## src/rtl/rram_wv_if.sv

```systemverilog
// Request/response handshake bundle for the RRAM write-verify controller.
interface rram_wv_if #(
    parameter int ADDR_W = 4,
    parameter int GAP_W  = 6,
    parameter int W_W    = 4
);
    logic              req_valid;
    logic              req_ready;
    logic [1:0]        req_op;
    logic [ADDR_W-1:0] req_addr;
    logic [GAP_W-1:0]  req_target;
    logic              rsp_valid;
    logic              rsp_ready;
    logic [GAP_W-1:0]  rsp_gap;
    logic [W_W-1:0]    rsp_width;
    logic              rsp_ok;
    logic [3:0]        rsp_pulses;

    modport master (
        output req_valid, req_op, req_addr, req_target, rsp_ready,
        input  req_ready, rsp_valid, rsp_gap, rsp_width, rsp_ok, rsp_pulses
    );

    modport slave (
        input  req_valid, req_op, req_addr, req_target, rsp_ready,
        output req_ready, rsp_valid, rsp_gap, rsp_width, rsp_ok, rsp_pulses
    );
endinterface

```

## src/rtl/rram_wv_ctrl.sv

```systemverilog
// Write-verify controller over a behavioural RRAM array (gap/filament-width model).
// Define RRAM_VARIATION_EN to add LFSR-driven pulse-to-pulse step variation.
module rram_wv_ctrl #(
    parameter int          CELLS      = 16,
    parameter int          ADDR_W     = 4,
    parameter int          GAP_W      = 6,
    parameter int          GAP_MAX    = 48,
    parameter int          W_W        = 4,
    parameter int          W_MAX      = 10,
    parameter int          SET_STEP   = 4,
    parameter int          RESET_STEP = 2,
    parameter int          MAX_PULSES = 15,
    parameter int          SETTLE_CYC = 2,
    parameter int          CRIT_GAP   = 4,
    parameter logic [15:0] SEED       = 16'hACE1
) (
    input logic       clk,
    input logic       rst,
    rram_wv_if.slave  bus
);

    localparam logic [GAP_W-1:0] GAP_FULL  = GAP_W'(GAP_MAX);
    localparam logic [W_W-1:0]   W_TOP     = W_W'(W_MAX);
    localparam logic [GAP_W:0]   SET_INC   = (GAP_W+1)'(SET_STEP);
    localparam logic [GAP_W:0]   RESET_INC = (GAP_W+1)'(RESET_STEP);
    localparam int               SETTLE_W  = $clog2(SETTLE_CYC + 1);

    typedef enum logic [2:0] {IDLE, READ, PULSE, SETTLE, VERIFY, DONE} state_t;

    state_t               state;
    logic [1:0]           op_q;
    logic [ADDR_W-1:0]    addr_q;
    logic [GAP_W-1:0]     target_q;
    logic [3:0]           pulse_cnt;
    logic [SETTLE_W-1:0]  settle_cnt;
    logic [GAP_W-1:0]     gap_mem   [CELLS];
    logic [W_W-1:0]       width_mem [CELLS];

    logic [GAP_W-1:0]     cur_gap, nxt_gap, reset_goal;
    logic [W_W-1:0]       cur_width, nxt_width;
    logic [GAP_W:0]       set_step, reset_step;
    logic                 is_set, pass;

    function automatic logic [GAP_W-1:0] gap_sub(input logic [GAP_W-1:0] g,
                                                 input logic [GAP_W:0]   step);
        logic signed [GAP_W+1:0] diff;
        diff = $signed({2'b00, g}) - $signed({1'b0, step});
        if (diff < 0) return '0;
        return diff[GAP_W-1:0];
    endfunction

    function automatic logic [GAP_W-1:0] gap_add(input logic [GAP_W-1:0] g,
                                                 input logic [GAP_W:0]   step);
        logic [GAP_W:0] sum;
        sum = {1'b0, g} + step;
        if (sum > {1'b0, GAP_FULL}) return GAP_FULL;
        return sum[GAP_W-1:0];
    endfunction

    function automatic logic [W_W-1:0] width_inc(input logic [W_W-1:0] w);
        if (w >= W_TOP) return W_TOP;
        return w + 1'b1;
    endfunction

`ifdef RRAM_VARIATION_EN
    logic [15:0] lfsr;
    logic        lfsr_fb;

    assign lfsr_fb = lfsr[15] ^ lfsr[13] ^ lfsr[12] ^ lfsr[10];

    function automatic logic [GAP_W:0] vary_step(input logic [GAP_W:0] s,
                                                 input logic [1:0]     r);
        case (r)
            2'b00:   return (s > (GAP_W+1)'(1)) ? s - 1'b1 : (GAP_W+1)'(1);
            2'b11:   return s + 1'b1;
            default: return s;
        endcase
    endfunction
`endif

    assign is_set     = (op_q == 2'b01);
    assign cur_gap    = gap_mem[addr_q];
    assign cur_width  = width_mem[addr_q];
    assign reset_goal = (target_q > GAP_FULL) ? GAP_FULL : target_q;

    always_comb begin
        set_step   = SET_INC;
        reset_step = RESET_INC;
`ifdef RRAM_VARIATION_EN
        if (cur_gap >= GAP_W'(CRIT_GAP)) begin
            set_step   = vary_step(SET_INC, lfsr[1:0]);
            reset_step = vary_step(RESET_INC, lfsr[1:0]);
        end
`endif
        nxt_gap   = cur_gap;
        nxt_width = cur_width;
        if (is_set) begin
            if (cur_gap != '0) nxt_gap = gap_sub(cur_gap, set_step);
            else               nxt_width = width_inc(cur_width);
        end else begin
            nxt_gap = gap_add(cur_gap, reset_step);
        end
        if (is_set) pass = (cur_gap == '0) && (cur_width >= target_q[W_W-1:0]);
        else        pass = (cur_gap >= reset_goal);
    end

    always_ff @(posedge clk or posedge rst) begin
        if (rst) begin
            state          <= IDLE;
            op_q           <= '0;
            addr_q         <= '0;
            target_q       <= '0;
            pulse_cnt      <= '0;
            settle_cnt     <= '0;
            bus.req_ready  <= 1'b1;
            bus.rsp_valid  <= 1'b0;
            bus.rsp_gap    <= '0;
            bus.rsp_width  <= '0;
            bus.rsp_ok     <= 1'b0;
            bus.rsp_pulses <= '0;
            for (int i = 0; i < CELLS; i++) begin
                gap_mem[i]   <= GAP_FULL;
                width_mem[i] <= W_W'(1);
            end
`ifdef RRAM_VARIATION_EN
            lfsr <= SEED;
`endif
        end else begin
            case (state)
                IDLE: begin
                    if (bus.req_valid) begin
                        op_q          <= bus.req_op;
                        addr_q        <= bus.req_addr;
                        target_q      <= bus.req_target;
                        pulse_cnt     <= '0;
                        bus.req_ready <= 1'b0;
                        state <= (bus.req_op == 2'b01 || bus.req_op == 2'b10) ? PULSE : READ;
                    end
                end
                READ: begin
                    bus.rsp_gap    <= cur_gap;
                    bus.rsp_width  <= cur_width;
                    bus.rsp_ok     <= 1'b1;
                    bus.rsp_pulses <= '0;
                    bus.rsp_valid  <= 1'b1;
                    state          <= DONE;
                end
                PULSE: begin
                    gap_mem[addr_q]   <= nxt_gap;
                    width_mem[addr_q] <= nxt_width;
                    pulse_cnt         <= pulse_cnt + 1'b1;
                    settle_cnt        <= SETTLE_W'(SETTLE_CYC - 1);
`ifdef RRAM_VARIATION_EN
                    lfsr <= {lfsr[14:0], lfsr_fb};
`endif
                    state <= SETTLE;
                end
                SETTLE: begin
                    if (settle_cnt == '0) state <= VERIFY;
                    else                  settle_cnt <= settle_cnt - 1'b1;
                end
                VERIFY: begin
                    // Give up only once the full pulse budget has been spent.
                    if (pass || pulse_cnt == 4'(MAX_PULSES)) begin
                        bus.rsp_gap    <= cur_gap;
                        bus.rsp_width  <= cur_width;
                        bus.rsp_ok     <= pass;
                        bus.rsp_pulses <= pulse_cnt;
                        bus.rsp_valid  <= 1'b1;
                        state          <= DONE;
                    end else begin
                        state <= PULSE;
                    end
                end
                DONE: begin
                    if (bus.rsp_ready) begin
                        bus.rsp_valid <= 1'b0;
                        bus.req_ready <= 1'b1;
                        state         <= IDLE;
                    end
                end
                default: state <= IDLE;
            endcase
        end
    end

endmodule

```

## src/flat_wrapper.sv

```systemverilog
// flat-port wrapper written by rule: the top's interface ports become plain ports
module rram_wv_ctrl_flat 
#(
    parameter int          CELLS      = 16,
    parameter int          ADDR_W     = 4,
    parameter int          GAP_W      = 6,
    parameter int          GAP_MAX    = 48,
    parameter int          W_W        = 4,
    parameter int          W_MAX      = 10,
    parameter int          SET_STEP   = 4,
    parameter int          RESET_STEP = 2,
    parameter int          MAX_PULSES = 15,
    parameter int          SETTLE_CYC = 2,
    parameter int          CRIT_GAP   = 4,
    parameter logic [15:0] SEED       = 16'hACE1
)
  (clk, rst, bus_req_valid, bus_req_op, bus_req_addr, bus_req_target, bus_rsp_ready, bus_req_ready, bus_rsp_valid, bus_rsp_gap, bus_rsp_width, bus_rsp_ok, bus_rsp_pulses);
  rram_wv_if #(.ADDR_W(ADDR_W), .GAP_W(GAP_W), .W_W(W_W)) bus_i ();
  input logic clk;
  input logic rst;
  input wire logic [$bits(bus_i.req_valid)-1:0] bus_req_valid;
  input wire logic [$bits(bus_i.req_op)-1:0] bus_req_op;
  input wire logic [$bits(bus_i.req_addr)-1:0] bus_req_addr;
  input wire logic [$bits(bus_i.req_target)-1:0] bus_req_target;
  input wire logic [$bits(bus_i.rsp_ready)-1:0] bus_rsp_ready;
  output wire logic [$bits(bus_i.req_ready)-1:0] bus_req_ready;
  output wire logic [$bits(bus_i.rsp_valid)-1:0] bus_rsp_valid;
  output wire logic [$bits(bus_i.rsp_gap)-1:0] bus_rsp_gap;
  output wire logic [$bits(bus_i.rsp_width)-1:0] bus_rsp_width;
  output wire logic [$bits(bus_i.rsp_ok)-1:0] bus_rsp_ok;
  output wire logic [$bits(bus_i.rsp_pulses)-1:0] bus_rsp_pulses;
  assign bus_i.req_valid = bus_req_valid;
  assign bus_i.req_op = bus_req_op;
  assign bus_i.req_addr = bus_req_addr;
  assign bus_i.req_target = bus_req_target;
  assign bus_i.rsp_ready = bus_rsp_ready;
  assign bus_req_ready = bus_i.req_ready;
  assign bus_rsp_valid = bus_i.rsp_valid;
  assign bus_rsp_gap = bus_i.rsp_gap;
  assign bus_rsp_width = bus_i.rsp_width;
  assign bus_rsp_ok = bus_i.rsp_ok;
  assign bus_rsp_pulses = bus_i.rsp_pulses;
  rram_wv_ctrl #(.CELLS(CELLS), .ADDR_W(ADDR_W), .GAP_W(GAP_W), .GAP_MAX(GAP_MAX), .W_W(W_W), .W_MAX(W_MAX), .SET_STEP(SET_STEP), .RESET_STEP(RESET_STEP), .MAX_PULSES(MAX_PULSES), .SETTLE_CYC(SETTLE_CYC), .CRIT_GAP(CRIT_GAP), .SEED(SEED)) u_core (.clk(clk), .rst(rst), .bus(bus_i));
endmodule
```

## config.mk

```make
export PLATFORM = sky130hd
export DESIGN_NAME = rram_wv_ctrl_flat
export DESIGN_NICKNAME = d
export VERILOG_FILES = /design/src/rtl/rram_wv_if.sv /design/src/rtl/rram_wv_ctrl.sv /design/src/flat_wrapper.sv
export SDC_FILE = /design/constraint.sdc
export NUM_CORES = 1
export LEC_CHECK = 0
export CAP_MARGIN = 40
export CORE_MARGIN = 2
export CORE_UTILIZATION = 53
export CTS_CLUSTER_SIZE = 16
export DETAILED_ROUTE_END_ITERATION = 8
export DONT_BUFFER_PORTS = 1
export MAX_ROUTING_LAYER = met4
export PLACE_DENSITY = 0.79
export SYNTH_ARGS = -nofsm -noshare
export SYNTH_HDL_FRONTEND = slang
export SYNTH_SLANG_ARGS = --single-unit
```

## constraint.sdc

```tcl
create_clock -name clk -period 8.7 [get_ports clk]
set_input_delay 1.74 -clock clk [delete_from_list [all_inputs] [get_ports clk]]
set_output_delay 1.74 -clock clk [all_outputs]
set_load 0.005 [all_outputs]
```

# Word-level counts from Yosys, hierarchy flattened
# Cells that the tools add are included.
[classes]
n_addsub = 5
shifts = 0
n_bitwise = 1
reduce_logical = 20
n_mul = 0
div = 0
eq_ne = 14
muxes = 56
n_lt_le_gt_ge = 8
[ops]
columns = ["cell", "count"]
rows = [
  ["bitwise mux 96 bit", 1],
  ["two-way mux 6 bit", 11],
  ["bitwise mux 64 bit", 1],
  ["two-way mux 4 bit", 10],
  ["binary-select mux 6 bit (select 4 bit)", 1],
  ["demux 6 bit (select 4 bit)", 1],
  ["case mux 4 bit (2 select lines)", 3],
  ["case mux 3 bit (6 select lines)", 1],
  ["binary-select mux 4 bit (select 4 bit)", 1],
  ["demux 4 bit (select 4 bit)", 1],
  ["two-way mux 1 bit", 14],
  ["two-way mux 3 bit", 4],
  ["case mux 6 bit (2 select lines)", 1],
  ["AND reduction 3 bit", 3],
  ["adder 4 x 1 -> 4 bit (second input constant)", 2],
  ["AND reduction 2 bit", 4],
  ["nonzero test 2 bit", 4],
  ["adder 6 x 2 -> 7 bit (second input constant)", 1],
  ["greater-than comparator 7 x 6 -> 1 bit (second input constant)", 1],
  ["less-than comparator 7 x 1 -> 1 bit (second input constant)", 1],
  ["subtractor 6 x 3 -> 7 bit (second input constant)", 1],
  ["equality test 3 x 2 -> 1 bit (second input constant)", 2],
  ["equality test 3 bit (second input constant)", 2],
  ["greater-or-equal comparator 6 bit", 1],
  ["24 further kinds", 32],
]
[word_totals]
out_inout_bits = 17
latch_bits = 0
mem_bits_ro = 0
ramBits = 0
ff_bits = 198
n_memories = 0

# Logic depth before layout (Yosys ltp)
[depth]
ltp_word = 13
depth_mapped = 17
depth_no_buf = 13

# Worst setup path after synthesis
# Ideal clock, no wire load.
[synth_timing]
path_kind = "register to register"
startpoint = "register u_core.addr_q[0]"
endpoint = "register u_core.bus.rsp_gap[0]"
path_buffers = 5
path_stages_with_launch = 17
setup_time_ns = 0.125
arrival_time_ns = 3.990
setup_slack_ns = 4.585
cell_sequence = "dfrtp_1 > buf_6 > buf_12 > buf_8 > clkbuf_1 > mux4_2 > mux4_2 > inv_1 > ha_1 > nand2b_1 > a21o_1 > a21o_1 > a21oi_1 > nor3_4 > o21ai_2 > buf_6 > mux2_4"
[synth_between]
elab_chain_cells = 10
word_cells_on_any_way = 17
cone_classes = "order compare: 2; eq/ne: 1; mux: 9; bitwise: 1; reduce/logical: 4"
[synth_lines]
columns = ["element", "line", "text"]
rows = [
  ["from (decl)", "rram_wv_ctrl.sv:32", "logic [ADDR_W-1:0] addr_q;"],
  ["from (signal assigned)", "rram_wv_ctrl.sv:133", "addr_q <= bus.req_addr;"],
  ["inverter 4 -> 5 bit (implied by the code)", "rram_wv_ctrl.sv:83", "assign cur_width = width_mem[addr_q];"],
  ["binary-select mux 4 bit (select 4 bit)", "rram_wv_ctrl.sv:83", ""],
  ["two-way mux 4 bit (implied by the code) (2 in series)", "rram_wv_ctrl.sv:83", ""],
  ["via u_core.cur_width[0]", "rram_wv_ctrl.sv:40", "logic [W_W-1:0] cur_width, nxt_width;"],
  ["greater-or-equal comparator 4 bit", "rram_wv_ctrl.sv:103", "if (is_set) pass = (cur_gap == '0) && (cur_width >= target_q[W_W-1:0]);"],
  ["logical AND 1 bit", "rram_wv_ctrl.sv:103", ""],
  ["two-way mux 1 bit", "rram_wv_ctrl.sv:103", ""],
  ["logical OR 1 bit", "rram_wv_ctrl.sv:164", "if (pass || pulse_cnt == 4'(MAX_PULSES)) begin"],
  ["inequality test 2 x 1 -> 1 bit (no source line)", "-", ""],
  ["AND reduction 2 bit (no source line)", "-", ""],
  ["to (signal assigned)", "rram_wv_ctrl.sv:141", "bus.rsp_gap <= cur_gap;"],
  ["to (signal assigned)", "rram_wv_ctrl.sv:165", "bus.rsp_gap <= cur_gap;"],
  ["to (decl)", "rram_wv_if.sv:26", "output req_ready, rsp_valid, rsp_gap, rsp_width, rsp_ok, rsp_pulses"],
]
# The timed path passes the listed nets, and every way through them passes these cells. The select of a mux whose other input is x is not followed.
# A chain may end at the register's enable or synchronous reset.

# Worst setup path in the final report
[layout_timing]
startpoint = "register u_core.addr_q[0]"
endpoint = "register u_core.bus.rsp_width[0]"
[layout_between]
elab_chain_cells = 10
word_cells_on_any_way = 17
cone_classes = "order compare: 2; eq/ne: 1; mux: 9; bitwise: 1; reduce/logical: 4"
[layout_lines]
columns = ["element", "line", "text"]
rows = [
  ["inverter 4 -> 5 bit (implied by the code) (*)", "rram_wv_ctrl.sv:82, rram_wv_ctrl.sv:83", ""],
  ["binary-select mux 4 bit (select 4 bit) / binary-select mux 6 bit (select 4 bit) (equally long branches)", "rram_wv_ctrl.sv:83, rram_wv_ctrl.sv:82", ""],
  ["two-way mux 4 bit (implied by the code) / two-way mux 6 bit (equally long branches) (2 in series)", "rram_wv_ctrl.sv:83, rram_wv_ctrl.sv:82", ""],
  ["greater-or-equal comparator 4 bit / logical NOT 6 bit (equally long branches)", "rram_wv_ctrl.sv:103", ""],
  ["logical AND 1 bit", "rram_wv_ctrl.sv:103", ""],
  ["two-way mux 1 bit", "rram_wv_ctrl.sv:103", ""],
  ["logical OR 1 bit", "rram_wv_ctrl.sv:164", ""],
  ["inequality test 2 x 1 -> 1 bit (no source line)", "-", ""],
  ["AND reduction 2 bit (no source line)", "-", ""],
  ["to (signal assigned)", "rram_wv_ctrl.sv:142", "bus.rsp_width <= cur_width;"],
  ["to (signal assigned)", "rram_wv_ctrl.sv:166", "bus.rsp_width <= cur_width;"],
  ["to (decl)", "rram_wv_if.sv:26", ""],
]
# Every way passes the cells marked *; elsewhere a longest branch is shown, timed or not. The select of a mux whose other input is x is not followed.

==> flow_summary_export.csv <==
group,metric,value,unit
die,die_h,142.3,um
timing,tns,0,ns
place,place_congestion,0.9151,
min_path,hold_class,"reg2reg",
timing,final-setup-viol-count,0,
worst_setup_path,critical-path-slowest-cell,"clkinv_1",
power,power_density,158.6,nW/um^2
die,core.rowCount,50,
worst_setup_path,cp.arrival,6.09,ns
clocking,root_buffer,"clkbuf_16",
final_layout,final_common_cell,"dfrtp_1",
routing,routedWlPerCell,22.46,um
global_route,grt_usage,26.70,%
clocking,tritoncts,"yes",
power,ir_drop,0.00009602,V
global_route,grt_max_degree,116,
timing,fin_crit_sh,66.19,%
worst_setup_path,cp_data_required_time,9.03,ns
logic_synthesis,synth_cell_types,71,
final_layout,fin_util,58.17,%
final_layout,fin_cells,1110,
routing,avgViaCountPerCell,6.486,
logic_synthesis,synthesis.area,10140,um^2
clocking,cts_max_level,4,
clocking,ctsLongestPathBuffers,2,
timing,hold_ws,0.4645,ns
routing,first_iter_violations,805,
routing,drtPass1Iterations,5,
timing,finalHoldViolCount,0,
final_layout,layout_common_cells,"147 x dfrtp_1, 100 x nand2_1, 74 x mux2_2",
worst_setup_path,crit_fanout,35,
logic_synthesis,post_synth_inst_count,880,
job,maxCapViolations,0,
die,die_x,142.3,um
global_route,grt_pass1_vias,7227,
routing,wl,24940,um
final_layout,nets,896,
place,place_area,10330,um^2
logic_synthesis,async_reset_ff_share,100.0,%
worst_setup_path,max_stage_delay,0.71,ns
place,dp.final_hpwl,16630,um
final_layout,stdcell_area,10920,um^2
power,p_leak,4.649,nW
worst_setup_path,crit_chain,"buf_4, mux4_2, a22o_1, or2_1, clkinv_1, ha_1, nand2b_1, a21o_1, a21oi_1, o21ai_0, a311o_1, o21ai_2, mux2_2",
timing,slew_headroom,37.58,%
power,combPwrFrac,1.2,%
timing,rsz0062_at_grt,"no",
logic_synthesis,ys_ff_latch,198,
global_route,grt_pass1_wl,40150,um
timing,skew,0.01292,ns
final_layout,drive_above_1_share,29.94,%
logic_synthesis,synth_edf_count,0,
clocking,clk_latency,0.44,ns
die,initial_core_util,54.03,%
place,portBuffers,0,
timing,layout_setup_ws,2.942,ns
clocking,numCtsBuffers,17,
logic_synthesis,synth_fp_nets,914,
power,switching_share,23.19,%
routing,ant_nets,0,
place,dp_slack,3.003,ns
logic_synthesis,yosysSeqAreaShare,49.47,%
clocking,cts_hold_buf,0,
logic_synthesis,avgSynthCellArea,11.52,um^2
global_route,gr-total-overflow,0,
die,dieArea,20250,um^2
timing,max_slew.worst_pin.slew,0.9329,ns
worst_setup_path,startpoint_type,"flop",
run_status,status,"finished clean",
worst_setup_path,crit_type,"reg2reg",
worst_setup_path,crit_buf_inv,2,
timing,max_freq,173.7,MHz
clocking,cts.sinks,198,
final_layout,area_delta_synth_final,7.663,%
power,power_switching,401.6,uW
global_route,antenna_found_initial,0,
power,p_int,1.330,mW
clocking,cts.repair.resized,0,
die,io_pins,33,
timing,finalCriticalPeriod,5.758,ns
power,power,1.732,mW
place,dp.cells,1077,
die,coreArea,18770,um^2
logic_synthesis,yosys_most_used_dff,"dfrtp_1",
routing,dr_total_vias,7199,
worst_setup_path,cp_top_family,"compound AO/OA/AOI/OAI gates",
clocking,cts_setup_buffers,0,
clocking,clkTransAtPathRegs,0.07,ns
routing,drc,0,
worst_setup_path,endpoint_kind,"flop",
logic_synthesis,yosys_warnings,0,
power,power_frac_clock,45.7,%
timing,drv_slew,0,
power,seq_power_share,53.2,%
## worst min-delay path, delay by kind of cell, from the launching register on
kind,cells,cell delay (ns)
flops,1,0.37
compound gates,1,0.05
simple gates,1,0.04
## synthesized netlist by cell type (3+ instances only)
master,n,share of area (%)
nor3_1,16,0.79
a21oi_1,30,1.5
nor2_1,53,2.0
inv_1,17,0.63
o21ai_0,51,2.5
nand4_1,21,1.3
a21o_1,4,0.30
a22o_1,6,0.52
ha_1,18,2.2
a31oi_1,16,0.99
nand3_1,35,1.7
buf_2,11,0.54
dfstp_2,49,13
a41oi_1,4,0.35
and3_1,6,0.37
clkbuf_1,36,1.3
and2_1,3,0.19
mux2_2,74,8.2
nand2_1,100,3.7
or3_1,5,0.31
mux2_4,5,0.74
mux2i_1,13,1.3
mux4_2,41,9.1
dfrtp_1,149,37
a21oi_2,9,0.78
o21ai_1,16,0.79
xnor2_1,3,0.26
buf_6,10,1.1
nor4_1,5,0.31
o21ai_2,3,0.26
nand2b_1,8,0.49
nor2b_1,11,0.68
a32o_1,4,0.39
## layer usage
metal | vias to the layer above | track usage (%) | routed length, um
met2 | 328 | 41.14 | 11830
met5 | - | - | 0
li1 | 3176 | - | -
met3 | 77 | 4.980 | 1682
met4 | 0 | 10.47 | 890
met1 | 3618 | 35.48 | 10540
## state kept, by name (all words and copies together) (netlist names), 2 cells and up
signal                 flops
u_core.addr_q              4
u_core.bus.rsp_gap         6
u_core.bus.rsp_pulses      4
u_core.bus.rsp_width       4
u_core.gap_mem            96
u_core.op_q                2
u_core.pulse_cnt           4
u_core.settle_cnt          2
u_core.state               3
u_core.target_q            6
u_core.width_mem          64
## worst paths after layout
path	from	end	slack, ns	depth (start not counted)
setup / recovery	u_core.addr_q[0]	u_core.bus.rsp_width[0]	2.94	13
hold / removal	u_core.gap_mem[89]	u_core.gap_mem[89]	0.46	2
setup reg to reg	u_core.addr_q[0]	u_core.bus.rsp_width[0]	2.94	13
hold reg to reg	u_core.gap_mem[89]	u_core.gap_mem[89]	0.46	2
max in group asynchronous	rst	u_core.width_mem[0]	6.13	3
min in group asynchronous	rst	u_core.settle_cnt[0]	1.29	1
## logic make-up (layout without fill, tap and decap cells)
group / count (synthesis) / after routing / synth area share, %
simple gates: 277 / 277 / 13.03
flops: 198 / 198 / 49.47
compound gates: 167 / 167 / 11.14
mux: 135 / 135 / 19.60
buf+inv: 80 / 75 / 4.109
fa+ha+maj: 18 / 18 / 2.221
xor+xnor: 5 / 5 / 0.4320
other cells: 0 / 1 / 0
## power groups by stage
stage	registers (mW)	logic (mW)	clock network, mW
finish	0.921	0.0200	0.791
CTS	0.921	0.0214	0.799
floorplan	0.938	0.0138	0
detailed placement	0.938	0.0214	0
global route	0.921	0.0238	0.838
global placement	0.938	0.0196	0
## final cells by class
class	count	area, um^2
Inverter	20	82.58
Fill cell	1489	7851
Clock inverter	15	161.4
Antenna cell	1	2.502
Clock buffer	17	425.4
Sequential cell	198	5019
Tap cell	234	292.8
Multi-Input combinational cell	602	4718
Timing Repair Buffer	23	215.2
No activity file was read; power rests on OpenSTA's default activity.
